`config.mk`:
```
export PLATFORM = sky130hd
export DESIGN_NAME = prefetch_queue_flat
export DESIGN_NICKNAME = d
export VERILOG_FILES = /design/src/rtl/prefetch_pkg.sv /design/src/rtl/prefetch_queue_if.sv /design/src/rtl/prefetch_fifo.sv /design/src/rtl/prefetch_queue.sv /design/src/flat_wrapper.sv
export SDC_FILE = /design/constraint.sdc
export NUM_CORES = 1
export LEC_CHECK = 0
export CAP_MARGIN = 15
export CORE_ASPECT_RATIO = 1.25
export CORE_MARGIN = 2
export CORE_UTILIZATION = 55
export CTS_BUF_LIST = sky130_fd_sc_hd__clkbuf_2 sky130_fd_sc_hd__clkbuf_4 sky130_fd_sc_hd__clkbuf_8
export DETAILED_ROUTE_END_ITERATION = 16
export PLACE_DENSITY = 0.8
export SETUP_SLACK_MARGIN = 0.1
export SYNTH_ARGS = -nofsm -noshare
export SYNTH_HDL_FRONTEND = slang
export SYNTH_SLANG_ARGS = --single-unit
```
`constraint.sdc`:
```
create_clock -name clk -period 6 [get_ports clk]
set_input_delay 0.6 -clock clk [delete_from_list [all_inputs] [get_ports clk]]
set_output_delay 0.6 -clock clk [all_outputs]
set_load 0.03 [all_outputs]
```
`src/rtl/prefetch_pkg.sv`:
```
// Shared opcodes and interrupt vector arithmetic for the instruction prefetch queue.
package prefetch_pkg;

  localparam int OP_JZ   = 5;
  localparam int OP_JMP  = 6;
  localparam int OP_CALL = 7;
  localparam int OP_RET  = 8;

  // Caller truncates to the address width, which gives the mod 2^MINSTW wrap.
  function automatic int unsigned itr_vector(int unsigned base, int unsigned step, int unsigned idx);
    return base + idx * step;
  endfunction

endpackage

```
`src/rtl/prefetch_queue_if.sv`:
```
// ROM, decode, instruction-stack and interrupt signals of the prefetch queue.
interface prefetch_queue_if #(
  parameter int MINSTW = 8,
  parameter int NBOPCO = 7,
  parameter int NBOPER = 9,
  parameter int NITR   = 1
);
  logic [MINSTW-1:0]        instr_addr;
  logic                     instr_rd;
  logic [NBOPCO+NBOPER-1:0] instr;
  logic                     out_valid;
  logic                     out_ready;
  logic [NBOPCO-1:0]        opcode;
  logic [NBOPER-1:0]        operand;
  logic [MINSTW-1:0]        pc;
  logic                     acc_is_zero;
  logic [MINSTW-1:0]        ret_addr;
  logic                     isp_push;
  logic                     isp_pop;
  logic [MINSTW-1:0]        isp_addr;
  logic [NITR-1:0]          itr;
  logic [NITR-1:0]          itr_ack;

  modport master (
    output instr_addr, instr_rd, out_valid, opcode, operand, pc, isp_push, isp_pop, isp_addr, itr_ack,
    input  instr, out_ready, acc_is_zero, ret_addr, itr
  );
  modport slave (
    input  instr_addr, instr_rd, out_valid, opcode, operand, pc, isp_push, isp_pop, isp_addr, itr_ack,
    output instr, out_ready, acc_is_zero, ret_addr, itr
  );
endinterface

```
`src/rtl/prefetch_fifo.sv`:
```
// DEPTH-entry circular buffer (DEPTH a power of 2) with push, pop and synchronous clear.
module prefetch_fifo #(
  parameter int W     = 16,
  parameter int DEPTH = 4
) (
  input  logic                   clk,
  input  logic                   rst,
  input  logic                   i_push,
  input  logic                   i_pop,
  input  logic                   i_clear,
  input  logic [W-1:0]           i_data,
  output logic [W-1:0]           o_head,
  output logic [$clog2(DEPTH):0] o_count,
  output logic                   o_full,
  output logic                   o_empty
);
  localparam int AW = $clog2(DEPTH);

  logic [W-1:0]  r_mem [DEPTH];
  logic [AW-1:0] r_wp, r_rp;
  logic [AW:0]   r_cnt;
  logic          w_push, w_pop;

  assign o_full  = (r_cnt == (AW+1)'(DEPTH));
  assign o_empty = (r_cnt == '0);
  assign w_push  = i_push & ~o_full;
  assign w_pop   = i_pop & ~o_empty;
  assign o_head  = r_mem[r_rp];
  assign o_count = r_cnt;

  always_ff @(posedge clk or negedge rst) begin
    if (!rst) begin
      r_wp  <= '0;
      r_rp  <= '0;
      r_cnt <= '0;
    end else if (i_clear) begin
      r_wp  <= '0;
      r_rp  <= '0;
      r_cnt <= '0;
    end else begin
      if (w_push) r_wp <= r_wp + AW'(1);
      if (w_pop)  r_rp <= r_rp + AW'(1);
      r_cnt <= r_cnt + (AW+1)'(w_push) - (AW+1)'(w_pop);
    end
  end

  always_ff @(posedge clk) begin
    if (w_push & ~i_clear) r_mem[r_wp] <= i_data;
  end

endmodule

```
`src/rtl/prefetch_queue.sv`:
```
// Instruction prefetch queue: fetch control, epoch-tagged read drop, decode redirect, interrupt entry.
// Build option PREFETCH_STATIC_JMP_EN: JMP/CALL redirect fetch when the word arrives from ROM.
module prefetch_queue
  import prefetch_pkg::*;
#(
  parameter int MINSTW  = 8,
  parameter int NBOPCO  = 7,
  parameter int NBOPER  = 9,
  parameter int DEPTH   = 4,
  parameter int NITR    = 1,
  parameter int ITRADD  = 0,
  parameter int ITRSTEP = 4
) (
  input  logic             clk,
  input  logic             rst,
  prefetch_queue_if.master bus
);
  localparam int IW = NBOPCO + NBOPER;
  localparam int CW = $clog2(DEPTH) + 1;

  typedef struct packed {
    logic [MINSTW-1:0] addr;
    logic [IW-1:0]     instr;
  } entry_t;

  logic              r_run, r_infl, r_infl_ep, r_epoch;
  logic [MINSTW-1:0] r_fpc, r_rd_addr;
  entry_t            w_head, w_wdata;
  logic [CW-1:0]     w_count;
  logic              w_full, w_empty;
  logic              w_rd, w_wr, w_take, w_cons, w_redir, w_static, w_jmp_at_cons;
  logic [MINSTW-1:0] w_target, w_vec;
  logic [NITR-1:0]   w_ack;
  logic [NBOPCO-1:0] w_op;

  prefetch_fifo #(.W($bits(entry_t)), .DEPTH(DEPTH)) u_fifo (
    .clk     (clk),
    .rst     (rst),
    .i_push  (w_wr),
    .i_pop   (w_cons),
    .i_clear (w_redir),
    .i_data  (w_wdata),
    .o_head  (w_head),
    .o_count (w_count),
    .o_full  (w_full),
    .o_empty (w_empty)
  );

  // count + inflight < DEPTH, written without an adder
  assign w_rd    = r_run & ~w_full & ~(r_infl & (w_count == CW'(DEPTH - 1)));
  assign w_wr    = r_infl & (r_infl_ep == r_epoch) & ~w_redir;
  assign w_wdata = '{addr: r_rd_addr, instr: bus.instr};
  assign w_op    = w_head.instr[IW-1:NBOPER];

`ifdef PREFETCH_STATIC_JMP_EN
  logic [NBOPCO-1:0] w_wop;
  assign w_wop         = bus.instr[IW-1:NBOPER];
  assign w_static      = w_wr & ((w_wop == NBOPCO'(OP_JMP)) | (w_wop == NBOPCO'(OP_CALL)));
  assign w_jmp_at_cons = 1'b0;
`else
  assign w_static      = 1'b0;
  assign w_jmp_at_cons = 1'b1;
`endif

  // Lowest-index channel wins: scan downward so the last hit is the lowest.
  always_comb begin
    w_ack = '0;
    w_vec = '0;
    for (int i = NITR - 1; i >= 0; i--) begin
      if (bus.itr[i]) begin
        w_ack = NITR'(1) << i;
        w_vec = MINSTW'(itr_vector(ITRADD, ITRSTEP, i));
      end
    end
  end

  assign w_take        = ~w_empty & (|bus.itr);
  assign bus.out_valid = ~w_empty & ~w_take;
  assign w_cons        = bus.out_valid & bus.out_ready;

  always_comb begin
    w_redir  = 1'b0;
    w_target = w_head.instr[MINSTW-1:0];
    if (w_take) begin
      w_redir  = 1'b1;
      w_target = w_vec;
    end else if (w_cons) begin
      if (w_op == NBOPCO'(OP_JZ))
        w_redir = bus.acc_is_zero;
      else if ((w_op == NBOPCO'(OP_JMP)) | (w_op == NBOPCO'(OP_CALL)))
        w_redir = w_jmp_at_cons;
      else if (w_op == NBOPCO'(OP_RET)) begin
        w_redir  = 1'b1;
        w_target = bus.ret_addr;
      end
    end
  end

  assign bus.instr_rd   = w_rd;
  assign bus.instr_addr = r_fpc;
  assign bus.opcode     = w_op;
  assign bus.operand    = w_head.instr[NBOPER-1:0];
  assign bus.pc         = w_head.addr;
  assign bus.isp_push   = w_take | (w_cons & (w_op == NBOPCO'(OP_CALL)));
  assign bus.isp_pop    = w_cons & (w_op == NBOPCO'(OP_RET));
  assign bus.isp_addr   = w_take ? w_head.addr : w_head.addr + MINSTW'(1);
  assign bus.itr_ack    = w_take ? w_ack : '0;

  // A read issued in a redirect cycle carries the old epoch and is dropped on arrival.
  always_ff @(posedge clk or negedge rst) begin
    if (!rst) begin
      r_run     <= 1'b0;
      r_fpc     <= '0;
      r_rd_addr <= '0;
      r_infl    <= 1'b0;
      r_infl_ep <= 1'b0;
      r_epoch   <= 1'b0;
    end else begin
      r_run  <= 1'b1;
      r_infl <= w_rd;
      if (w_rd) begin
        r_rd_addr <= r_fpc;
        r_infl_ep <= r_epoch;
      end
      if (w_redir) begin
        r_fpc   <= w_target;
        r_epoch <= ~r_epoch;
      end else if (w_static) begin
        r_fpc   <= w_wdata.instr[MINSTW-1:0];
        r_epoch <= ~r_epoch;
      end else if (w_rd) begin
        r_fpc <= r_fpc + MINSTW'(1);
      end
    end
  end

endmodule

```
`src/flat_wrapper.sv`:
```
// flat-port wrapper written by rule: the top's interface ports become plain ports
module prefetch_queue_flat import prefetch_pkg::*;
#(
  parameter int MINSTW  = 8,
  parameter int NBOPCO  = 7,
  parameter int NBOPER  = 9,
  parameter int DEPTH   = 4,
  parameter int NITR    = 1,
  parameter int ITRADD  = 0,
  parameter int ITRSTEP = 4
)
  (clk, rst, bus_instr_addr, bus_instr_rd, bus_out_valid, bus_opcode, bus_operand, bus_pc, bus_isp_push, bus_isp_pop, bus_isp_addr, bus_itr_ack, bus_instr, bus_out_ready, bus_acc_is_zero, bus_ret_addr, bus_itr);
  prefetch_queue_if #(.MINSTW(MINSTW), .NBOPCO(NBOPCO), .NBOPER(NBOPER), .NITR(NITR)) bus_i ();
  input  logic clk;
  input  logic rst;
  output wire logic [$bits(bus_i.instr_addr)-1:0] bus_instr_addr;
  output wire logic [$bits(bus_i.instr_rd)-1:0] bus_instr_rd;
  output wire logic [$bits(bus_i.out_valid)-1:0] bus_out_valid;
  output wire logic [$bits(bus_i.opcode)-1:0] bus_opcode;
  output wire logic [$bits(bus_i.operand)-1:0] bus_operand;
  output wire logic [$bits(bus_i.pc)-1:0] bus_pc;
  output wire logic [$bits(bus_i.isp_push)-1:0] bus_isp_push;
  output wire logic [$bits(bus_i.isp_pop)-1:0] bus_isp_pop;
  output wire logic [$bits(bus_i.isp_addr)-1:0] bus_isp_addr;
  output wire logic [$bits(bus_i.itr_ack)-1:0] bus_itr_ack;
  input wire logic [$bits(bus_i.instr)-1:0] bus_instr;
  input wire logic [$bits(bus_i.out_ready)-1:0] bus_out_ready;
  input wire logic [$bits(bus_i.acc_is_zero)-1:0] bus_acc_is_zero;
  input wire logic [$bits(bus_i.ret_addr)-1:0] bus_ret_addr;
  input wire logic [$bits(bus_i.itr)-1:0] bus_itr;
  assign bus_instr_addr = bus_i.instr_addr;
  assign bus_instr_rd = bus_i.instr_rd;
  assign bus_out_valid = bus_i.out_valid;
  assign bus_opcode = bus_i.opcode;
  assign bus_operand = bus_i.operand;
  assign bus_pc = bus_i.pc;
  assign bus_isp_push = bus_i.isp_push;
  assign bus_isp_pop = bus_i.isp_pop;
  assign bus_isp_addr = bus_i.isp_addr;
  assign bus_itr_ack = bus_i.itr_ack;
  assign bus_i.instr = bus_instr;
  assign bus_i.out_ready = bus_out_ready;
  assign bus_i.acc_is_zero = bus_acc_is_zero;
  assign bus_i.ret_addr = bus_ret_addr;
  assign bus_i.itr = bus_itr;
  prefetch_queue #(.MINSTW(MINSTW), .NBOPCO(NBOPCO), .NBOPER(NBOPER), .DEPTH(DEPTH), .NITR(NITR), .ITRADD(ITRADD), .ITRSTEP(ITRSTEP)) u_core (.clk(clk), .rst(rst), .bus(bus_i));
endmodule
```
; ---- Word level (Yosys, flattened, before mapping)
; Memory sizes are Yosys's and may differ from the RTL's.
; Cells that the tools add are included.
[op_classes]
n_addsub = 6
n_eq_ne = 7
mux = 22
n_bitwise = 21
n_reduce_logical = 4
[ops]
columns = op, n
row1 = two-way mux 8 bit, 8
row2 = "== test 7 x 3 -> 1 bit, second input constant", 3
row3 = "adder 8 x 1 -> 8 bit, second input constant", 2
row4 = AND 1 bit, 13
row5 = two-way mux 1 bit, 9
row6 = two-way mux 2 bit, 4
row7 = "== test 7 x 4 -> 1 bit, second input constant", 1
row8 = NOT 1 bit, 6
row9 = nonzero test 2 bit, 3
row10 = "adder 2 x 1 -> 2 bit, second input constant", 2
row11 = adder 3 x 1 -> 3 bit, 1
row12 = "== test 3 x 2 -> 1 bit, second input constant", 1
row13 = "== test 3 bit, second input constant", 1
row14 = zero test 3 bit, 1
row15 = two-way mux 3 bit, 1
row16 = subtractor 3 x 1 -> 3 bit, 1
row17 = OR 1 bit, 2
row18 = == test 1 bit, 1
[totals]
register_bits = 27
mem_bits_rw = 96
input_bits = 29
output_inout_bits = 45
mem_count = 1
[mem_list]
columns = memory, depth, word_bits, rd, rd_clocked_by_memory_dff, write_ports, line
row1 = u_core.u_fifo.r_mem, 4, 24, 1, 0, 1, prefetch_fifo.sv:19  ; logic [W-1:0] r_mem [DEPTH];

; ---- Depth between registers and ports, before layout
; Gate-level depths: netlist of run 1.
[logic_depth]
depth_word = 14
depth_mapped = 16
ltp_nobuf = 13

; ---- Modules after synthesis
; A second synthesis of run 1 with hierarchy kept.
[hier_totals]
cells_unflattened = 317
hier_area_um2 = 5211.2
[by_module_without_submodules]
columns = module, instances, cells_per_inst, area_each_um2, seq_area_each_um2
row1 = prefetch_fifo, 1, 174, 3963.8, 3057.9
row2 = prefetch_queue, 1, 143, 1247.4, 500.5

; ---- Worst setup path before layout of run 1
; OpenSTA, ideal clock, no wires.
[synth_timing]
path_kind = register to register
start = register u_core.u_fifo.r_rp[0]
end = memory u_core.u_fifo.r_mem[0][0] (netlist bit), enable pin
setup_time_ns = 0.435
arrival_ns = 3.674
path_slack_ns = 1.891
stages_incl_launch_ff = 9
n_path_buf = 3
period_less_slack_ns = 4.109
cell_sequence = dfrtp_1 buf_6 mux4_2 o21ai_0 o21ai_4 a21o_1 buf_6 buf_6 nor3_1
[synth_via]
elab_chain_cells = 13
elab_cells_between_ends = 17
[synth_lines]
columns = item, line
row1 = start: declaration, prefetch_fifo.sv:20  ; logic [AW-1:0] r_wp, r_rp;
row2 = start signal: assignment, prefetch_fifo.sv:42  ; if (w_pop) r_rp <= r_rp + AW'(1);
row3 = memory (4 x 24 bit) *, -
row4 = net bus_opcode[1], flat_wrapper.sv:19  ; output wire logic [$bits(bus_i.opcode)-1:0] bus_opcode;
row5 = == test 7 x 4 -> 1 bit / == test 7 x 3 -> 1 bit (equally long branches), "prefetch_queue.sv:92, prefetch_queue.sv:90"
row6 = two-way mux 1 bit / OR 1 bit (equally long branches), "prefetch_queue.sv:92, prefetch_queue.sv:90"
row7 = two-way mux 1 bit, prefetch_queue.sv:90  ; else if ((w_op == NBOPCO'(OP_JMP)) | (w_op == NBOPCO'(OP_CALL)))
row8 = two-way mux 1 bit *, prefetch_queue.sv:88  ; if (w_op == NBOPCO'(OP_JZ))
row9 = two-way mux 1 bit *, prefetch_queue.sv:87  ; end else if (w_cons) begin
row10 = two-way mux 1 bit *, prefetch_queue.sv:84  ; if (w_take) begin
row11 = NOT 1 bit *, "prefetch_fifo.sv:48, prefetch_queue.sv:51"
row12 = AND 1 bit, prefetch_queue.sv:51  ; assign w_wr = r_infl & (r_infl_ep == r_epoch) & ~w_redir;
row13 = AND 1 bit, prefetch_fifo.sv:26  ; assign w_push = i_push & ~o_full;
row14 = AND 1 bit *, prefetch_fifo.sv:48  ; if (w_push & ~i_clear) r_mem[r_wp] <= i_data;
row15 = two-way mux 1 bit *, prefetch_fifo.sv:48
row16 = two-way mux 1 bit (not written as such) *, prefetch_fifo.sv:48
row17 = end: declaration, prefetch_fifo.sv:19
; The timed path passes the listed nets; every way through them passes the cells marked *.

; ---- Final worst setup path of run 1
[layout_timing]
start = register u_core.u_fifo.r_rp[0]
end = output bus_isp_pop
[layout_via]
elab_chain_cells = 3
[layout_lines]
columns = item, line
row1 = memory (4 x 24 bit), -
row2 = == test 7 x 4 -> 1 bit, prefetch_queue.sv:105  ; assign bus.isp_pop = w_cons & (w_op == NBOPCO'(OP_RET));
row3 = AND 1 bit, prefetch_queue.sv:105
row4 = end: declaration, flat_wrapper.sv:23  ; output wire logic [$bits(bus_i.isp_pop)-1:0] bus_isp_pop;
; No other way between the ends.

==> results.toml, run 1 <==
[drt]
ant_nets = 0
drt_iter0_markers = 239
wl_mm = 10.51
viasPerCell = 5.723
vias = 3096
drtPass1Iterations = 4
drc = 0
wire_per_inst_um = 19.42

[run_status]
status = "finished, final reports clean"

[critical_path]
critical_path_required_ns = 5.40
path_max_fanout = 17
timing.reg2reg.setup_slack_ns = 1.45
reg2reg_depth = 13
worst_setup_path_start_kind = "flip-flop"
cp_slowest_cell = "dfrtp_1"
critPathMaxStageDelay_ns = 0.96
crit_arrival_ns = 3.98
crit_type = "flip-flop to output port"
crit_chain = "mux4_2 -> nor3_1 -> nand3_1 -> inv_1 -> clkdlybuf4s50_1"
path_delay_family = "simple AND/OR/NAND/NOR gates"
worst_r2r_endpoint = "u_core.u_fifo.o_count[2]"
regToRegStartpoint = "u_core.u_fifo.r_rp[0]"
path_buf_inv = 2
end_kind = "output port"

[cells_and_area]
syn_to_final_growth_pct = 25.96
design_area_sq_mm = 0.006569
n_antenna_cell = 0
instances_no_fill = 541
nFillCells = 666
drive_above_1_share = 0.1866
fin_nets = 443
post-route-util = 0.7160

[placement]
hpwl_mm = 7.536
port_buffers = 73
place.gp.congestion = 0.8745
place_ws_ns = 1.427
placedCellCount = 509
place_area_sq_mm = 0.006116

[floorplan]
die-area_sq_mm = 0.01028
io_pins = 74
dieHeight_um = 112.9
start_util = 0.5685
fp.dieW_um = 91.10
rows = 39
core_sq_mm = 0.009174

[yosys]
synth_top_cell_by_area = "edfxtp_1"
ys_ff_latch = 123
synth_top_area_share = 0.5528
ys_top_cells_by_area = "edfxtp_1, dfrtp_1, mux4_2, xnor2_1, nand2_1"
synthArstFlopShare = 0.2195
synthFlopType = "edfxtp_1"
ys_warn_count = 0
synthCells = 315
ys_seq_area_frac = 0.6823
syn_area_per_cell_sq_um = 16.56
syn_area_sq_mm = 0.005215
yosys.cell_types.count = 44
synth.most_common_cell = "edfxtp_1"
netlist_top_cells_count = "edfxtp_1, nand2_1, dfrtp_1, mux4_2"
synth-edff-count = 96
syn_nets = 353

[global_routing]
grt_pass1_wl_mm = 16.55
grt_pass1_vias = 3194
antenna_found_initial = 0
gr-total-overflow = 0
grt_usage = 0.2176
grt_start_max_net_pins = 28

[worst_hold_path]
min_path_type = "flip-flop to flip-flop"
min_to = "u_core.r_epoch"
whs_path_depth = 1
worstHoldStart = "u_core.r_epoch"

[clock_tree]
clockBufferDepth = 2
clockRootBuffer = "clkbuf_8"
cts_tree = "yes"
clock-sinks = 123
post_cts_buffers = 0
clock_latency_ns = 0.43
cts_hold_buf = 0
cts_resized = 0
numCtsBuffers = 17
htree_levels = 4
path_clk_slew_ns = 0.07

[sta]
layout_min_cycle_time_ns = 4.578
setup_ws_ns = 1.422
worst_pin_slew_ns = 1.113
finalSetupViolCount = 0
slew_viol_final = 0
rsz0062_at_grt = "false"
fin_setup_tns_ns = 0
fin_crit_sh = 0.7629
hold_viol_final = 0
relSlewSlack = 0.2537
fin_worst_skew_ns = 0.009303
timing.fmax_mhz = 218.5

[pwr]
power.density_mw_per_mm2 = 538.1
cellLeakagePower_uw = 0.002392
ir_drop_v = 0.0003288

[job]
drv_cap = 0
[worst max path at each step]
| stage | from | endpoint | slack (ns) | depth (start not counted) |
|---|---|---|---|---|
| 2_1_floorplan | u_core.u_fifo.r_rp[0] | u_core.u_fifo.r_mem[0][0] | 1.89 | 8 |
| 3_3_place_gp | u_core.u_fifo.r_rp[0] | u_core.u_fifo.o_count[2] | 1.51 | 13 |
| 3_5_place_dp | u_core.u_fifo.r_rp[0] | u_core.u_fifo.o_count[2] | 1.43 | 13 |
| 4_1_cts | u_core.u_fifo.r_rp[0] | u_core.u_fifo.o_count[2] | 1.40 | 13 |
| 5_1_grt | u_core.u_fifo.r_rp[0] | u_core.u_fifo.o_count[2] | 1.15 | 13 |
| 6_report | u_core.u_fifo.r_rp[0] | bus_isp_pop | 1.42 | 5 |
[layer usage]
layer	global-route usage	share of wire	up-vias
met4	0.08687	0.022	0
met3	0.05925	0.048	19
met5	0	0	-
met1	0.2450	0.38	1590
met2	0.3926	0.55	98
li1	-	-	1389
[state kept, by name (all words and copies together), names as in the netlist]
| signal | flops |
|---|---|
| u_core.u_fifo.r_rp | 2 |
| u_core.r_infl | 1 |
| u_core.bus.instr_addr | 8 |
| u_core.r_epoch | 1 |
| u_core.u_fifo.o_count | 3 |
| u_core.r_infl_ep | 1 |
| u_core.u_fifo.r_wp | 2 |
| u_core.r_rd_addr | 8 |
| u_core.r_run | 1 |
| u_core.u_fifo.r_mem | 96 |
[cell usage in the layout (no fill, tap or decap), drive strengths merged, types with 6 or more instances in the layout]
master | Yosys | layout
edfxtp | 96 | 96
clkdlybuf4s50 | 0 | 73
nand2 | 31 | 31
dfrtp | 27 | 27
mux4 | 24 | 24
clkbuf | 3 | 19
inv | 16 | 16
xnor2 | 14 | 14
nor2 | 11 | 11
nand4 | 9 | 9
mux2i | 8 | 8
ha | 8 | 8
buf | 7 | 8
nor3 | 7 | 7
xor2 | 6 | 6
nand3 | 6 | 6
clkinv | 0 | 6
[cell families after synthesis]
| group | share of synthesized area |
|---|---|
| flops | 0.6823 |
| simple gates | 0.07510 |
| mux | 0.1240 |
| buf+inv | 0.02375 |
| compound gates | 0.03743 |
| xor+xnor | 0.03359 |
| fa+ha+maj | 0.02303 |
| other cells | 0.0007191 |
[metrics by stage]
stage,total power (uW),hold slack [ns]
3_5_place_dp,2734,0.4916
5_1_grt,3701,0.5438
4_1_cts,3556,0.5117
3_3_place_gp,2696,0.4843
2_1_floorplan,2197,0.3044
6_report,3535,0.5122
[where the power goes]
part           switching (uW)  leakage (uW)  internal, uW
Sequential                140       0.00122          1090
Clock                     314      0.000226           506
Combinational             843      0.000949           639
Total                    1300       0.00239          2240
[cell type report]
type	instances	area, sq um	share of cell area
Timing Repair Buffer	81	790.8	0.1204
Multi-Input combinational cell	166	1553	0.2364
Tap cell	123	153.9	0.02343
Inverter	16	60.06	0.009143
Clock buffer	19	255.2	0.03886
Sequential cell	123	3558	0.5417
Clock inverter	13	197.7	0.03010
Note: power is estimated with default switching activity, not from simulation.
==> inputs of run 2 (changes only) <==
--- a/config.mk
+++ b/config.mk
@@ -8,10 +8,10 @@
 export CAP_MARGIN = 15
 export CORE_ASPECT_RATIO = 1.25
 export CORE_MARGIN = 2
-export CORE_UTILIZATION = 55
+export CORE_UTILIZATION = 51
 export CTS_BUF_LIST = sky130_fd_sc_hd__clkbuf_2 sky130_fd_sc_hd__clkbuf_4 sky130_fd_sc_hd__clkbuf_8
 export DETAILED_ROUTE_END_ITERATION = 16
-export PLACE_DENSITY = 0.8
+export PLACE_DENSITY = 0.78
 export SETUP_SLACK_MARGIN = 0.1
 export SYNTH_ARGS = -nofsm -noshare
 export SYNTH_HDL_FRONTEND = slang
==> constraint.sdc (replaced) <==
create_clock -name clk -period 3.7 [get_ports clk]
set_input_delay 0.37 -clock clk [delete_from_list [all_inputs] [get_ports clk]]
set_output_delay 0.37 -clock clk [all_outputs]
set_load 0.03 [all_outputs]
==> results.toml, run 2 (synthesis gave the netlist of run 1 again) <==
[clock_tree]
clock-sinks = 123
clockBufferDepth = 2
path_clk_slew_ns = 0.07
cts_tree = "yes"
clockRootBuffer = "clkbuf_8"
numCtsBuffers = 17
htree_levels = 4
clock_latency_ns = 0.43

[cells_and_area]
drive_above_1_share = 0.2304
regMostFlops = "u_core.u_fifo.r_mem"
largest_reg_flops = 96
n_antenna_cell = 0
fin_nets = 459
post-route-util = 0.6728
layout_common_cells = "edfxtp_1, clkdlybuf4s50_1, nand2_1, dfrtp_1"
design_area_sq_mm = 0.006730
syn_to_final_growth_pct = 29.05
final_common_cell = "edfxtp_1"

[placement]
place.gp.congestion = 0.8592
hpwl_mm = 7.093
port_buffers = 73
place_ws_ns = 0.05544
place_area_sq_mm = 0.006161

[sta]
worst_pin_slew_ns = 0.8453
fin_setup_tns_ns = 0
rsz0062_at_grt = "true"
relSlewSlack = 0.4334
setup_ws_ns = 0.2691
fin_crit_sh = 0.9273
timing.fmax_mhz = 291.5
hold_viol_final = 0
fin_worst_skew_ns = 0.009772
slew_viol_final = 0
layout_min_cycle_time_ns = 3.431
finalSetupViolCount = 0

[global_routing]
grt.busiest_layer = "met2"
grt_use_met2 = 0.3495
gr-total-overflow = 0
grt_start_max_net_pins = 28
grt_usage = 0.2029
grtUsageMet3 = 0.06530
grt_pass1_wl_mm = 16.02
grt_pass1_vias = 3071
met1_usage = 0.2377
antenna_found_initial = 0

[pwr]
finalPower_uw = 5857
ir_drop_v = 0.0005805
power.density_mw_per_mm2 = 870.2
cellLeakagePower_uw = 0.002485

[floorplan]
fp.dieW_um = 94.45
start_util = 0.5213
die-area_sq_mm = 0.01106
core_sq_mm = 0.01000
io_pins = 74
dieHeight_um = 117.1
rows = 41

[drt]
wire_per_inst_um = 18.35
drt_iter0_markers = 240
drtPass1Iterations = 4
drc = 0
ant_nets = 0
viasPerCell = 5.476
wl_mm = 10.33
vias = 3083

[worst_hold_path]
min_path_type = "input port to async pin"

[critical_path]
crit_arrival_ns = 3.74
crit_type = "flip-flop to flip-flop"
end_kind = "flip-flop"
path_max_fanout = 8
critical_path_required_ns = 4.01
worst_setup_path_start_kind = "flip-flop"

[run_status]
status = "finished, final reports clean"

[job]
drv_cap = 0
## run 2: final timing paths
kind                                             from                        to  slack [ns]  cells after the start
worst max-delay path            u_core.u_fifo.r_rp[0]  u_core.u_fifo.o_count[2]        0.27                     14
worst min-delay path                              rst            u_core.r_epoch        0.31                      2
worst max register to register  u_core.u_fifo.r_rp[0]  u_core.u_fifo.o_count[2]        0.27                     14
worst min register to register       u_core.r_infl_ep          u_core.r_infl_ep        0.51                      2
max in group asynchronous                         rst     u_core.u_fifo.r_rp[1]        3.09                      2
min in group clk                     u_core.r_infl_ep          u_core.r_infl_ep        0.51                      2
## run 2: cell type report
class / instances / area [sq um]
inverter: 16 / 60.06
fill: 699 / 3273
multi-input combinational: 166 / 1567
tap: 129 / 161.4
timing repair buffer: 97 / 935.9
clock buffer: 19 / 255.2
clock inverter: 13 / 190.2
sequential: 123 / 3561
## run 2: critical path, cell delays in order (launching register included)
cell and delay (ns):
dfrtp_2 0.40, buf_12 0.14, mux4_2 0.56, or4b_4 0.61, o21ai_4 0.11, a21o_1 0.15
or2_2 0.10, ha_1 0.21, inv_1 0.06, ha_1 0.13, inv_1 0.05, fa_1 0.39
xor2_1 0.21, xnor2_1 0.14, nor2_1 0.05
## run 2: timing repair
item,4_1_cts,5_1_grt
hold buffers,0,0
buffers inserted,0,11
hold endpoints to repair,0,0
endpoints found under the setup margin,20,18
resized for setup,1,4
pin swaps,0,1
cloned,0,1
## run 2: report_power, final
| group | internal [uW] | switching (uW) | total (uW) |
|---|---|---|---|
| Clock | 766 | 530 | 1300 |
| Sequential | 1770 | 187 | 1960 |
| Combinational | 1160 | 1440 | 2600 |
| Total | 3700 | 2160 | 5860 |
## run 2: per-layer routing
| metal | wire, um | vias to the layer above |
|---|---|---|
| li1 | - | 1423 |
| met1 | 3938 | 1551 |
| met2 | 5592 | 92 |
| met3 | 600 | 17 |
| met4 | 199 | 0 |
| met5 | 0 | - |
## run 2: through the flow
step | hold WS, ns | instances
detailed placement | 0.4941 | 519
finish | 0.3135 | 563
floorplan | 0.07441 | 315
global route | 0.3485 | 563
global placement | 0.4868 | 519
CTS | 0.3145 | 551
==> inputs of run 3 (changes only) <==
--- a/config.mk
+++ b/config.mk
@@ -12,7 +12,7 @@
 export CTS_BUF_LIST = sky130_fd_sc_hd__clkbuf_2 sky130_fd_sc_hd__clkbuf_4 sky130_fd_sc_hd__clkbuf_8
 export DETAILED_ROUTE_END_ITERATION = 16
 export PLACE_DENSITY = 0.78
-export SETUP_SLACK_MARGIN = 0.1
+export SETUP_SLACK_MARGIN = 0.2
 export SYNTH_ARGS = -nofsm -noshare
 export SYNTH_HDL_FRONTEND = slang
 export SYNTH_SLANG_ARGS = --single-unit
==> results.toml, run 3 (synthesis gave the netlist of run 1 again) <==
[critical_path]
end_kind = "flip-flop"
worst_setup_path_start_kind = "flip-flop"
path_max_fanout = 9
crit_start = "u_core.u_fifo.r_rp[0]"
regToRegStartpoint = "u_core.u_fifo.r_rp[0]"
crit_arrival_ns = 3.75
crit_type = "flip-flop to flip-flop"
critical_path_required_ns = 4.01
timing.reg2reg.setup_slack_ns = 0.26

[run_status]
status = "finished, final reports clean"

[clock_tree]
clockRootBuffer = "clkbuf_8"
path_clk_slew_ns = 0.07
clock-sinks = 123
clock_latency_ns = 0.43
cts_hold_buf = 0
cts_tree = "yes"
numCtsBuffers = 17
clockBufferDepth = 2
htree_levels = 4

[floorplan]
fp.dieW_um = 94.45
core_sq_mm = 0.01000
die-area_sq_mm = 0.01106
dieHeight_um = 117.1
start_util = 0.5213
rows = 41
io_pins = 74

[cells_and_area]
largest_reg_flops = 96
syn_to_final_growth_pct = 27.98
layout_common_cells = "edfxtp_1, clkdlybuf4s50_1, nand2_1, dfrtp_1, mux4_2"
fin_nets = 454
final_common_cell = "edfxtp_1"
regMostFlops = "u_core.u_fifo.r_mem"
nFillCells = 705
n_antenna_cell = 0
drive_above_1_share = 0.2191
design_area_sq_mm = 0.006674

[sta]
rsz0062_at_grt = "true"
relSlewSlack = 0.4120
finalSetupViolCount = 0
worst_pin_slew_ns = 0.8773
fin_crit_sh = 0.9300
layout_min_cycle_time_ns = 3.441
timing.fmax_mhz = 290.6
fin_worst_skew_ns = 0.009037
hold_viol_final = 0
whs_ns = 0.3155
slew_viol_final = 0

[global_routing]
gr-total-overflow = 0
grt_pass1_wl_mm = 16.10
antenna_found_initial = 0
grt_start_max_net_pins = 28
grt_pass1_vias = 3088
grt_usage = 0.2040

[worst_hold_path]
min_path_type = "input port to async pin"

[pwr]
power.density_mw_per_mm2 = 866.8
p_int_uw = 3637
finalPower_uw = 5785
ir_drop_v = 0.0005806
pwr-share-clk = 0.224
pwr-share-seq = 0.338
cellLeakagePower_uw = 0.002455
netSwitchingFraction = 0.3714
comb_power_share = 0.438
p_switching_uw = 2148

[drt]
drc = 0
vias = 3080
viasPerCell = 5.520
drt_iter0_markers = 254
ant_nets = 0
wire_per_inst_um = 18.51
wl_mm = 10.33
drtPass1Iterations = 5

[placement]
port_buffers = 73
hpwl_mm = 7.093
place.gp.congestion = 0.8592
place_area_sq_mm = 0.006161

[job]
drv_cap = 0
-- run 3: worst paths after layout --
| kind | endpoint | cells after the start |
|---|---|---|
| min reg2reg | u_core.r_infl_ep | 2 |
| min | u_core.r_epoch | 2 |
| max in group asynchronous | u_core.u_fifo.r_rp[1] | 2 |
| min in group clk | u_core.r_infl_ep | 2 |
| max reg2reg | u_core.u_fifo.o_count[2] | 14 |
| max | u_core.u_fifo.o_count[2] | 14 |
-- run 3: per-layer routing --
layer | up-vias | routed length, um | global-route usage
met5 | - | 0 | 0
met4 | 0 | 250 | 0.09179
met3 | 22 | 560 | 0.06018
met2 | 98 | 5537 | 0.3529
met1 | 1550 | 3981 | 0.2368
li1 | 1410 | - | -
-- run 3: power by group through the flow --
| stage | Combinational [uW] | Sequential, uW | Clock, uW |
|---|---|---|---|
| floorplan | 1580 | 1980 | 0 |
| global placement | 2470 | 1960 | 0 |
| detailed placement | 2500 | 1980 | 0 |
| CTS | 2540 | 1950 | 1310 |
| global route | 2710 | 1980 | 1380 |
| finish | 2530 | 1960 | 1290 |
-- run 3: area by class of cell --
cell class,count,area (sq um),share of cell area
clock buffers,19,255.2,0.03825
flip-flops and latches,123,3560,0.5334
well taps,129,161.4,0.02418
multi-input cells,166,1567,0.2347
repair buffers,92,880.8,0.1320
clock inverters,13,190.2,0.02850
inverters,16,60.06,0.008999
-- run 3: repair_timing --
item                                    CTS  global route
setup buffers                             3             4
gates cloned                              0             0
resized for setup                         1             3
endpoints found under the hold margin     0             0
pin swaps                                 0             1
endpoints found under the setup margin   20            20
-- run 3: metrics by stage --
step,std cells,setup TNS (ns),setup WS (ns),util
6_report,558,0,0.2591,0.6672
4_1_cts,554,0,0.2209,0.6632
3_5_place_dp,519,0,0.05544,0.6159
2_1_floorplan,315,-36.36,-0.4094,-
3_3_place_gp,519,0,0.2744,0.6159
5_1_grt,558,0,0.07576,0.6672
-- run 3: worst max-delay path, stage by stage, from the launching register on --
cell and delay (ns):
dfrtp_1 0.39, buf_12 0.15, mux4_2 0.53, or3_4 0.45, a211oi_4 0.29, a21o_1 0.17, or2_2 0.10, ha_1 0.21
inv_1 0.06, ha_1 0.13, inv_1 0.05, fa_1 0.39, xor2_1 0.21, xnor2_1 0.14, nor2_1 0.05
